--- config.mk ---
export PLATFORM = sky130hd
export DESIGN_NAME = serial_adder
export DESIGN_NICKNAME = d
export VERILOG_FILES = /design/src/rtl/serial_adder.sv
export SDC_FILE = /design/constraint.sdc
export NUM_CORES = 1
export LEC_CHECK = 0
export ABC_AREA = 0
export CAP_MARGIN = 20
export CORE_MARGIN = 2
export CORE_UTILIZATION = 25
export CTS_BUF_LIST = sky130_fd_sc_hd__clkbuf_4 sky130_fd_sc_hd__clkbuf_8
export CTS_CLUSTER_SIZE = 14
export DETAILED_ROUTE_END_ITERATION = 6
export GPL_ROUTABILITY_DRIVEN = 0
export HOLD_SLACK_MARGIN = 0.03
export MAX_ROUTING_LAYER = met4
export PLACE_DENSITY = 0.42
export SLEW_MARGIN = 5
export SYNTH_ARGS = -nofsm -noshare
export SYNTH_HDL_FRONTEND = slang
export SYNTH_SLANG_ARGS = --single-unit
export TNS_END_PERCENT = 5
--- constraint.sdc ---
create_clock -name clk -period 1.4 [get_ports clk]
set_input_delay 0.42 -clock clk [delete_from_list [all_inputs] [get_ports clk]]
set_output_delay 0.42 -clock clk [all_outputs]
set_load 0.02 [all_outputs]
--- src/rtl/serial_adder.sv ---
// ---------------------------------------------------------------------------
// serial_adder
//   Bit-serial adder/subtractor. Each accepted start loads two WIDTH-bit
//   operands and processes one bit per clock, LSB first, for WIDTH cycles.
//   The next cycle presents a registered sum/difference, carry and signed
//   overflow, marked by a one-cycle done pulse.
//
// Ports
//   clk   in   1      rising-edge clock
//   rst   in   1      synchronous active-high reset
//   start in   1      begin an operation (accepted only when busy=0)
//   a     in   WIDTH  operand A (sampled on the accepted-start edge)
//   b     in   WIDTH  operand B (sampled on the accepted-start edge)
//   cin   in   1      carry-in for add mode (ignored when sub=1)
//   sub   in   1      0: a+b+cin, 1: a-b
//   s     out  WIDTH  registered result
//   c     out  1      registered carry-out (sub mode: 1 = no borrow)
//   ovf   out  1      registered two's-complement overflow
//   busy  out  1      high while bits are being processed
//   done  out  1      one-cycle pulse: s/c/ovf newly valid
//
// Handshake: start is sampled on every rising edge while busy=0 (IDLE or
// DONE); a high sample is the acceptance. There is no back-pressure on the
// result: done is a one-cycle strobe and s/c/ovf hold until the next done.
// ---------------------------------------------------------------------------
module serial_adder #(
    parameter int WIDTH = 8
) (
    input  logic             clk,
    input  logic             rst,
    input  logic             start,
    input  logic [WIDTH-1:0] a,
    input  logic [WIDTH-1:0] b,
    input  logic             cin,
    input  logic             sub,
    output logic [WIDTH-1:0] s,
    output logic             c,
    output logic             ovf,
    output logic             busy,
    output logic             done
);

    localparam int CW = $clog2(WIDTH + 1);
    localparam logic [CW-1:0] LAST = CW'(WIDTH - 1);

    typedef enum logic [1:0] {
        IDLE = 2'd0,
        RUN  = 2'd1,
        DONE = 2'd2
    } state_t;

    state_t           state, state_next;
    logic [WIDTH-1:0] a_sh, a_sh_next;
    logic [WIDTH-1:0] b_sh, b_sh_next;
    logic [WIDTH-1:0] res, res_next;
    logic             carry, carry_next;
    logic [CW-1:0]    cnt, cnt_next;
    logic [WIDTH-1:0] s_next;
    logic             c_next, ovf_next;
    logic             sum_bit, carry_out;

    // One full-adder slice on the current LSBs.
    assign sum_bit   = a_sh[0] ^ b_sh[0] ^ carry;
    assign carry_out = (a_sh[0] & b_sh[0]) | (carry & (a_sh[0] ^ b_sh[0]));

    always_ff @(posedge clk) begin
        if (rst) begin
            state <= IDLE;
            a_sh  <= '0;
            b_sh  <= '0;
            res   <= '0;
            carry <= 1'b0;
            cnt   <= '0;
            s     <= '0;
            c     <= 1'b0;
            ovf   <= 1'b0;
        end else begin
            state <= state_next;
            a_sh  <= a_sh_next;
            b_sh  <= b_sh_next;
            res   <= res_next;
            carry <= carry_next;
            cnt   <= cnt_next;
            s     <= s_next;
            c     <= c_next;
            ovf   <= ovf_next;
        end
    end

    always_comb begin
        state_next = state;
        a_sh_next  = a_sh;
        b_sh_next  = b_sh;
        res_next   = res;
        carry_next = carry;
        cnt_next   = cnt;
        s_next     = s;
        c_next     = c;
        ovf_next   = ovf;

        case (state)
            IDLE, DONE: begin
                if (start) begin
                    state_next = RUN;
                    a_sh_next  = a;
                    // Subtraction is a + ~b + 1.
                    b_sh_next  = sub ? ~b : b;
                    carry_next = sub ? 1'b1 : cin;
                    cnt_next   = '0;
                end else begin
                    state_next = IDLE;
                end
            end
            RUN: begin
                a_sh_next  = a_sh >> 1;
                b_sh_next  = b_sh >> 1;
                // Written as shift-then-set so WIDTH=1 needs no empty slice.
                res_next   = res >> 1;
                res_next[WIDTH-1] = sum_bit;
                carry_next = carry_out;
                cnt_next   = cnt + CW'(1);
                if (cnt == LAST) begin
                    state_next = DONE;
                    s_next     = res_next;
                    c_next     = carry_out;
                    // carry holds the carry into the MSB on the last bit.
                    ovf_next   = carry ^ carry_out;
                end
            end
            default: state_next = IDLE;
        endcase
    end

    assign busy = (state == RUN);
    assign done = (state == DONE);

endmodule

Word-level counts from Yosys, hierarchy flattened
Cells that the tools add are included.

cells by class
  add/subtract/negate cells = 1
  equality and inequality tests = 5
  muxes and demuxes = 13
  bitwise operators = 7
  reduce and logical (&&, ||, !) cells = 5

operator list
  cell                                                                      count
  8-bit one-hot mux with 2 select lines                                     2
  8-bit 2-to-1 mux                                                          3
  8-bit inverter                                                            1
  4-bit one-hot mux with 2 select lines                                     1
  4-bit by 1-bit adder with 4-bit output (second input constant)            1
  4-bit by 3-bit == test with 1-bit output (second input constant)          1
  4-bit 2-to-1 mux                                                          1
  2-bit one-hot mux with 2 select lines                                     1
  2-bit AND reduction                                                       2
  1-bit 2-to-1 mux                                                          3
  1-bit bitwise XOR                                                         3
  1-bit AND                                                                 2
  2-bit by 1-bit == test with 1-bit output (second input constant)          1
  2-bit == test (second input constant)                                     1
  2-bit logical NOT                                                         1
  2-bit 2-to-1 mux                                                          1
  2-bit by 1-bit inequality test with 1-bit output (second input constant)  1
  2-bit inequality test (second input constant)                             1
  1-bit one-hot mux with 2 select lines                                     1
  2-bit nonzero test                                                        1
  2-bit OR reduction                                                        1
  1-bit bitwise OR                                                          1

word-level totals
  bits in registers = 41
  logic and storage cells = 40

Logic depth before layout (Yosys ltp)
Gate-level depths: netlist of run 1.

  depth after elaboration = 4
  depth in mapped cells = 6
  gate-level depth less buffers = 4

Worst setup path before layout of run 1
Ideal clock, no wire load.

  path kind = register to output
  start point = register state[1]
  end point = output port busy
  data arrival time = 0.837 ns
  data required time = 0.980 ns
  setup slack = 0.143 ns
  stages on the path, launching flop included = 5
  buffers on the path = 2
  cells stage by stage = dfxtp_1 -> nand2b_1 -> inv_1 -> buf_4 -> buf_4

on the way
  word-level cells in the longest chain between the ends = 1

ends and longest elaborated chain
  what                                      RTL line  source
  start, declared                           52        state_t state, state_next;
  start signal, assigned                    78        state <= state_next;
  2-bit by 1-bit == test with 1-bit output  134       assign busy = (state == RUN);
  end, declared                             39        output logic busy,

Every way passes these cells.

Final worst setup path of run 1
  start point = register ovf
  end point = output port ovf

RTL lines
  what                    RTL line  source
  start, declared         38        output logic ovf,
  start signal, assigned  86        ovf <= ovf_next;

No word-level cell between the ends.

==> flow_summary_export.csv, run 1 <==
group,metric,value,unit
yosys,synthesized_area_divided_by_synthesized_cell_count,8.681,um2
detailed_routing,drt_drc_violations_left,0,
cells_and_area,multi_input_area,800.8,um2
cells_and_area,final_core_util,35.34,%
hold_path,worst_hold_path.num_cells,2,
cts,clock_insertion_delay_worst_skew,0.29,ns
detailed_routing,dr.first_iter.drc_count,82,
power_and_ir_drop,total_leakage_power,0.8285,nW
critical_path,crit_path_capture_type,"primary output",
critical_path,critPathLaunchType,"register",
yosys,yosys.area_share.simple,16.78,%
cells_and_area,area_growth_syn_to_layout,34.81,%
timing,fin_worst_skew,0.004637,ns
yosys,synth_seq_area_share,47.30,%
critical_path,crit-reg2reg-launch,"state[1]",
power_and_ir_drop,switching_power_of_the_nets,0.6218,mW
critical_path,worstReg2RegEnd,"cnt[2]",
timing,finalCriticalPeriod,1.361,ns
critical_path,rrSetupSlack,0.08,ns
timing,final.period_utilization,97.24,%
timing,setup-tns-final,0,ns
cts,max-clock-path-buffers,2,
hold_path,holdCritPathClass,"register to register",
yosys,compound_gate_portion_of_the_synthesized_area,21.73,%
cts,tritoncts,"done",
detailed_routing,dr_pass1_iterations,4,
power_and_ir_drop,combinationalPowerShare,13.5,%
timing,report.final.setup_viol,0,
hold_path,timing.hold.worst.start,"res[1]",
die,die_w,86.29,um
yosys,synth.area.mux_share,1.478,%
critical_path,cp_num_buf_inv,1,
grt,grt_pass1_vias,1436,
power_and_ir_drop,clock_power_share,37.9,%
critical_path,critical_path.slowest_cell,"sky130_fd_sc_hd__dfxtp_1",
yosys,ys.warnings.count,0,
yosys,combinational_family_with_the_most_area_after_synthesis,"compound AO/OA/AOI/OAI gates",
yosys,synth_xor_xnor_area_share,4.656,%
grt,grt_max_degree,39,
yosys,synth_cell_types,28,
place,port_buffers,32,
hold_path,worstHoldEndpoint,"res[1]",
grt,grt-ovfl-total,0,
timing,maxSlewHeadroom,81.00,%
critical_path,worstPathRequired,0.98,ns
critical_path,worst_r2r_path_depth,4,
yosys,synth.net_count,218,
critical_path,worst-endpoint-arrival,0.94,ns
yosys,yosys.area_share.adder,1.922,%
power_and_ir_drop,vdd_ir_drop_max,0.0004287,V
cells_and_area,fillerInstances,699,
power_and_ir_drop,reg_power_share,48.6,%
detailed_routing,ant_nets,0,
yosys,netlist_instances,195,
timing,rsz_0062_raised_after_global_routing,"no",
die,die-height,86.29,um
cts,postCtsSetupRepairBufs,0,
timing,fmax,734.6,MHz
timing,tightestPinTransition,0.2849,ns
die,rows,29,
detailed_routing,viasPerCell,4.864,
power_and_ir_drop,p_sw_share,24.90,%
timing,drv_slew,0,
place,place_ws,-0.2551,ns
timing,post-route-worst-setup-slack,0.03867,ns
critical_path,critical_path_fanout_max,2,
grt,wire_length_of_the_first_global_routing_pass,6762,um
yosys,postSynthRegisterBits,40,
die,design.core.area,6459,um2
job,cap_violations,0,
outcome,outcome,"complete, no violations",
cells_and_area,finalNetCount,254,
power_and_ir_drop,p_int,1.875,mW
critical_path,critical_path.top_delay_family,"flip-flops",
die,floorplan.io_pins,33,
yosys,synth_edf_count,0,
die,fp.dieArea,7446,um2
detailed_routing,detail_route.wl_per_cell,12.94,um
critical_path,critical_path.cell_chain,"clkdlybuf4s15_1",
cts,clk_pin_slew_worst_paths,0.08,ns
timing,timing_hold_violations_final,0,
grt,antenna_violations_before_repair,0,
yosys,synth_flop_cell,"sky130_fd_sc_hd__dfxtp_1",
cts,cts_root_buffer,"sky130_fd_sc_hd__clkbuf_8",
cells_and_area,mostFrequentLayoutCells,"sky130_fd_sc_hd__dfxtp_1, sky130_fd_sc_hd__a21oi_1, sky130_fd_sc_hd__nand3_1",
detailed_routing,dr_total_vias,1503,
cells_and_area,num_antenna_cells,0,
cells_and_area,layout.area.seq,804.5,um2
cts,cts_hold_buf,0,
cts,clock-sinks,40,
critical_path,critical-path-max-stage-delay,0.34,ns
grt,groute.usage.overall,11.77,%
critical_path,worst-setup-path-type,"register to primary output",
cts,htree_levels,2,
cells_and_area,layout_commonest_cell,"sky130_fd_sc_hd__dfxtp_1",
yosys,synth_area,1693,um2
power_and_ir_drop,pwr_density_cell,1094,nW/um2
cts,tritoncts.num_buffers,5,
place,dp.final_hpwl,2644,um
cells_and_area,drive_above_1_share,15.09,%
detailed_routing,totalWireLength,3997,um
yosys,async_reset_ff_share,0,%
die,start_util,26.21,%
## synth_stat cells (2+ instances only)
cell / number / area (um2)
sky130_fd_sc_hd__buf_4: 3 / 22.52
sky130_fd_sc_hd__nand3_1: 28 / 140.1
sky130_fd_sc_hd__dfxtp_1: 40 / 800.8
sky130_fd_sc_hd__nor2b_1: 2 / 12.51
sky130_fd_sc_hd__a22oi_1: 14 / 105.1
sky130_fd_sc_hd__xor2_1: 8 / 70.07
sky130_fd_sc_hd__o21ai_0: 10 / 50.05
sky130_fd_sc_hd__buf_2: 8 / 40.04
sky130_fd_sc_hd__nand3b_1: 2 / 15.01
sky130_fd_sc_hd__a21oi_1: 37 / 185.2
sky130_fd_sc_hd__nand2_1: 18 / 67.56
sky130_fd_sc_hd__clkbuf_1: 7 / 26.28
sky130_fd_sc_hd__nand2b_1: 3 / 18.77
## state kept, by name, indices dropped and copies added (netlist names)
| name | count |
|---|---|
| a_sh | 8 |
| b_sh | 8 |
| s | 8 |
| res | 7 |
| cnt | 4 |
| state | 2 |
| c | 1 |
| carry | 1 |
| ovf | 1 |
## layer usage
layer,GRT usage [%],up-vias,share of wire [%]
met3,2.571,7,3.8
met5,-,-,0
li1,-,762,-
met2,19.03,32,48
met1,14.15,702,47
met4,5.114,0,1.8
## kinds of logic (layout without fill, tap and decap cells)
family,count (synthesis),count (layout)
AOI/OAI and AO/OA,64,64
and+or+nand+nor,58,58
DFF,40,40
buffers and inverters,20,57
xor gates and xnor gates,9,9
adders and majority gates,2,2
muxes,2,2
## power groups by stage
stage                     clock, mW  sequential [mW]  combinational (mW)
final                         0.946             1.21               0.338
after global routing           1.01             1.22               0.377
after CTS                     0.977             1.21               0.336
after detailed placement          0             1.24               0.332
after global placement            0             1.24               0.335
after floorplan                   0             1.23               0.202
## stage by stage
stage | hold WS (ns) | std cells | total power, mW | cell area [um2]
after floorplan | 0.4366 | 195 | 1.433 | 1693
after global placement | 0.4463 | 301 | 1.574 | 2155
after detailed placement | 0.4556 | 301 | 1.571 | 2155
after CTS | 0.4690 | 309 | 2.525 | 2256
after global routing | 0.4906 | 309 | 2.608 | 2282
final | 0.4647 | 309 | 2.497 | 2282
## cell type report
class | count | share of cell area (%)
clock buffer | 5 | 3.015
clock inverter | 3 | 1.864
inverter | 1 | 0.1645
multi-input combinational | 135 | 35.09
sequential | 40 | 35.25
tap | 77 | 4.221
timing repair buffer | 48 | 20.39
## worst max path at each step
stage | start | to | slack, ns | cells past startpoint
CTS | state[1] | busy | -0.01 | 3
global route | ovf | ovf | 0.004 | 1
finish | ovf | ovf | 0.04 | 1
floorplan | state[1] | busy | 0.14 | 4
detailed placement | start | carry | -0.26 | 5
global placement | start | carry | -0.24 | 5
## what timing repair did
item                                   in CTS  in global routing
resized for setup                          23                 16
setup endpoints to repair                  14                 24
endpoints found under the hold margin       0                  0
Note: power is estimated with default switching activity, not from simulation.
==> inputs of run 2 (changes only) <==
--- a/config.mk
+++ b/config.mk
@@ -7,15 +7,18 @@
 export LEC_CHECK = 0
 export ABC_AREA = 0
 export CAP_MARGIN = 20
+export CELL_PAD_IN_SITES_DETAIL_PLACEMENT = 1
+export CELL_PAD_IN_SITES_GLOBAL_PLACEMENT = 2
 export CORE_MARGIN = 2
 export CORE_UTILIZATION = 25
 export CTS_BUF_LIST = sky130_fd_sc_hd__clkbuf_4 sky130_fd_sc_hd__clkbuf_8
-export CTS_CLUSTER_SIZE = 14
+export CTS_CLUSTER_SIZE = 25
 export DETAILED_ROUTE_END_ITERATION = 6
 export GPL_ROUTABILITY_DRIVEN = 0
+export GPL_TIMING_DRIVEN = 0
 export HOLD_SLACK_MARGIN = 0.03
 export MAX_ROUTING_LAYER = met4
-export PLACE_DENSITY = 0.42
+export PLACE_DENSITY = 0.64
 export SLEW_MARGIN = 5
 export SYNTH_ARGS = -nofsm -noshare
 export SYNTH_HDL_FRONTEND = slang
==> run 2 against run 1 <==
Against the previous run: the flow now finishes with violations (setup timing); core utilization about the same; fmax shrank 7.1%; clock power fell by 19%; largest power group unchanged; critical endpoint is now busy; via count rose by 1.5%; setup slack worse by 0.10 ns; sequential share of layout area is 0.074 points higher; combinational power grew 11%; final area about the same; flip-flop and latch count unchanged.
==> flow_summary_export.csv, run 2 (synthesized netlist as in run 1, its figures left out) <==
group,metric,value,unit
detailed_routing,totalWireLength,4721,um
outcome,violations,"setup timing",
detailed_routing,dr_total_vias,1525,
place,dp.final_hpwl,3278,um
cts,tritoncts.num_buffers,5,
cells_and_area,num_antenna_cells,0,
grt,antenna_violations_before_repair,0,
timing,tightestPinTransition,0.5261,ns
critical_path,worst-endpoint-arrival,1.05,ns
die,fp.dieArea,7446,um2
timing,post-route-worst-setup-slack,-0.06537,ns
power_and_ir_drop,pwr_total,2.354,mW
place,port_buffers,31,
power_and_ir_drop,pwr_density_cell,1032,nW/um2
grt,grt_pass1_vias,1549,
timing,fin_worst_skew,0.009716,ns
timing,timing_hold_violations_final,0,
timing,report.final.setup_viol,1,
critical_path,worstPathRequired,0.98,ns
power_and_ir_drop,total_leakage_power,0.8385,nW
grt,groute.usage.overall,14.06,%
cells_and_area,area_growth_syn_to_layout,34.74,%
detailed_routing,dr.first_iter.drc_count,53,
cts,clock_insertion_delay_worst_skew,0.30,ns
critical_path,crit_path_capture_type,"primary output",
cts,cts_hold_buf,0,
critical_path,worst-setup-path-type,"register to primary output",
hold_path,holdCritPathClass,"register to register",
cts,clock-sinks,40,
timing,finalCriticalPeriod,1.465,ns
outcome,outcome,"complete, but fails checks",
cells_and_area,reg_top3,"a_sh x8, b_sh x8, s x8",
die,die_w,86.29,um
die,die-height,86.29,um
place,placement.cell_area,2100,um2
timing,fmax,682.4,MHz
cells_and_area,layout_commonest_cell,"sky130_fd_sc_hd__dfxtp_1",
cts,max-clock-path-buffers,2,
cts,htree_levels,2,
cells_and_area,finalNetCount,262,
timing,drv_slew,0,
detailed_routing,dr_pass1_iterations,4,
critical_path,critical_path_fanout_max,8,
place,dp.cells,303,
cts,clk_pin_slew_worst_paths,0.08,ns
die,design.core.area,6459,um2
die,floorplan.io_pins,33,
job,cap_violations,0,
cells_and_area,drive_above_1_share,17.99,%
detailed_routing,drt_drc_violations_left,0,
timing,final.period_utilization,104.7,%
grt,grt_max_degree,20,
cells_and_area,mostFrequentLayoutCells,"sky130_fd_sc_hd__dfxtp_1, sky130_fd_sc_hd__a21oi_1, sky130_fd_sc_hd__nand3_1",
cts,cts_root_buffer,"sky130_fd_sc_hd__clkbuf_8",
detailed_routing,ant_nets,0,
detailed_routing,viasPerCell,4.826,
grt,wire_length_of_the_first_global_routing_pass,7769,um
timing,maxSlewHeadroom,64.92,%
cells_and_area,finish.cell_count_without_fillers,316,
timing,rsz_0062_raised_after_global_routing,"yes",
cells_and_area,final_area,2281,um2
detailed_routing,detail_route.wl_per_cell,14.94,um
die,rows,29,
grt,grt-ovfl-total,0,
die,start_util,26.21,%
critical_path,critPathLaunchType,"register",
cts,tritoncts,"done",
power_and_ir_drop,vdd_ir_drop_max,0.0003400,V
run 2: cell count changes in the layout (fill, tap and decap cells not counted), sizes merged:
cell | previous run | this run
clkbuf | 6 | 15
buf | 18 | 19
bufinv | 1 | 0
clkdlybuf4s50 | 20 | 19
clkinvlp | 1 | 0
run 2: timing repair:
item / 4_1_cts / 5_1_grt
hold endpoints to repair: 0 / 0
setup endpoints to repair: 40 / 41
buffers inserted: 0 / 7
gates resized for setup: 36 / 23
run 2: critical path, cell delays in order (launching register included):
cell,delay (ns)
sky130_fd_sc_hd__dfxtp_2,0.32
sky130_fd_sc_hd__nand2b_4,0.14
sky130_fd_sc_hd__inv_4,0.07
sky130_fd_sc_hd__buf_12,0.11
sky130_fd_sc_hd__buf_8,0.10
run 2: per-stage QoR:
stage | utilization, % | setup TNS (ns) | hold slack (ns) | setup WS [ns]
detailed placement | 32.51 | -13.48 | 0.4609 | -0.5901
finish | 35.32 | -0.06537 | 0.4668 | -0.06537
global placement | 32.51 | -13.76 | 0.4563 | -0.6114
floorplan | - | 0 | 0.4366 | 0.1430
CTS | 34.06 | -0.1567 | 0.4733 | -0.1473
global route | 35.32 | -0.4123 | 0.4930 | -0.1097
run 2: layer usage:
| metal | share of wire, % | vias up | GRT usage, % |
|---|---|---|---|
| met5 | 0 | - | - |
| met4 | 1.3 | 0 | 5.114 |
| met3 | 3.6 | 7 | 2.857 |
| met2 | 47 | 34 | 22.06 |
| met1 | 48 | 707 | 18.00 |
| li1 | - | 777 | - |
run 2: final timing paths:
| path | from | endpoint | slack [ns] | cells past startpoint |
|---|---|---|---|---|
| min | res[1] | res[1] | 0.47 | 2 |
| max | state[1] | busy | -0.07 | 4 |
| min reg2reg | res[1] | res[1] | 0.47 | 2 |
| max reg2reg | a_sh[0] | ovf | 0.09 | 3 |
run 2: cell type report:
type                       count  area (um2)
sequential                    40       805.8
fill                         780        4178
tap                           77       96.34
clock inverter                 1       5.005
inverter                       1       6.256
buffer                        18       130.1
clock buffer                   6       76.32
timing repair buffer          38       357.8
multi-input combinational    135       803.3
run 2: power by group:
part	internal (mW)	switching [mW]	total (mW)
Clock	0.359	0.404	0.763
Combinational	0.182	0.194	0.376
Sequential	1.18	0.0313	1.21
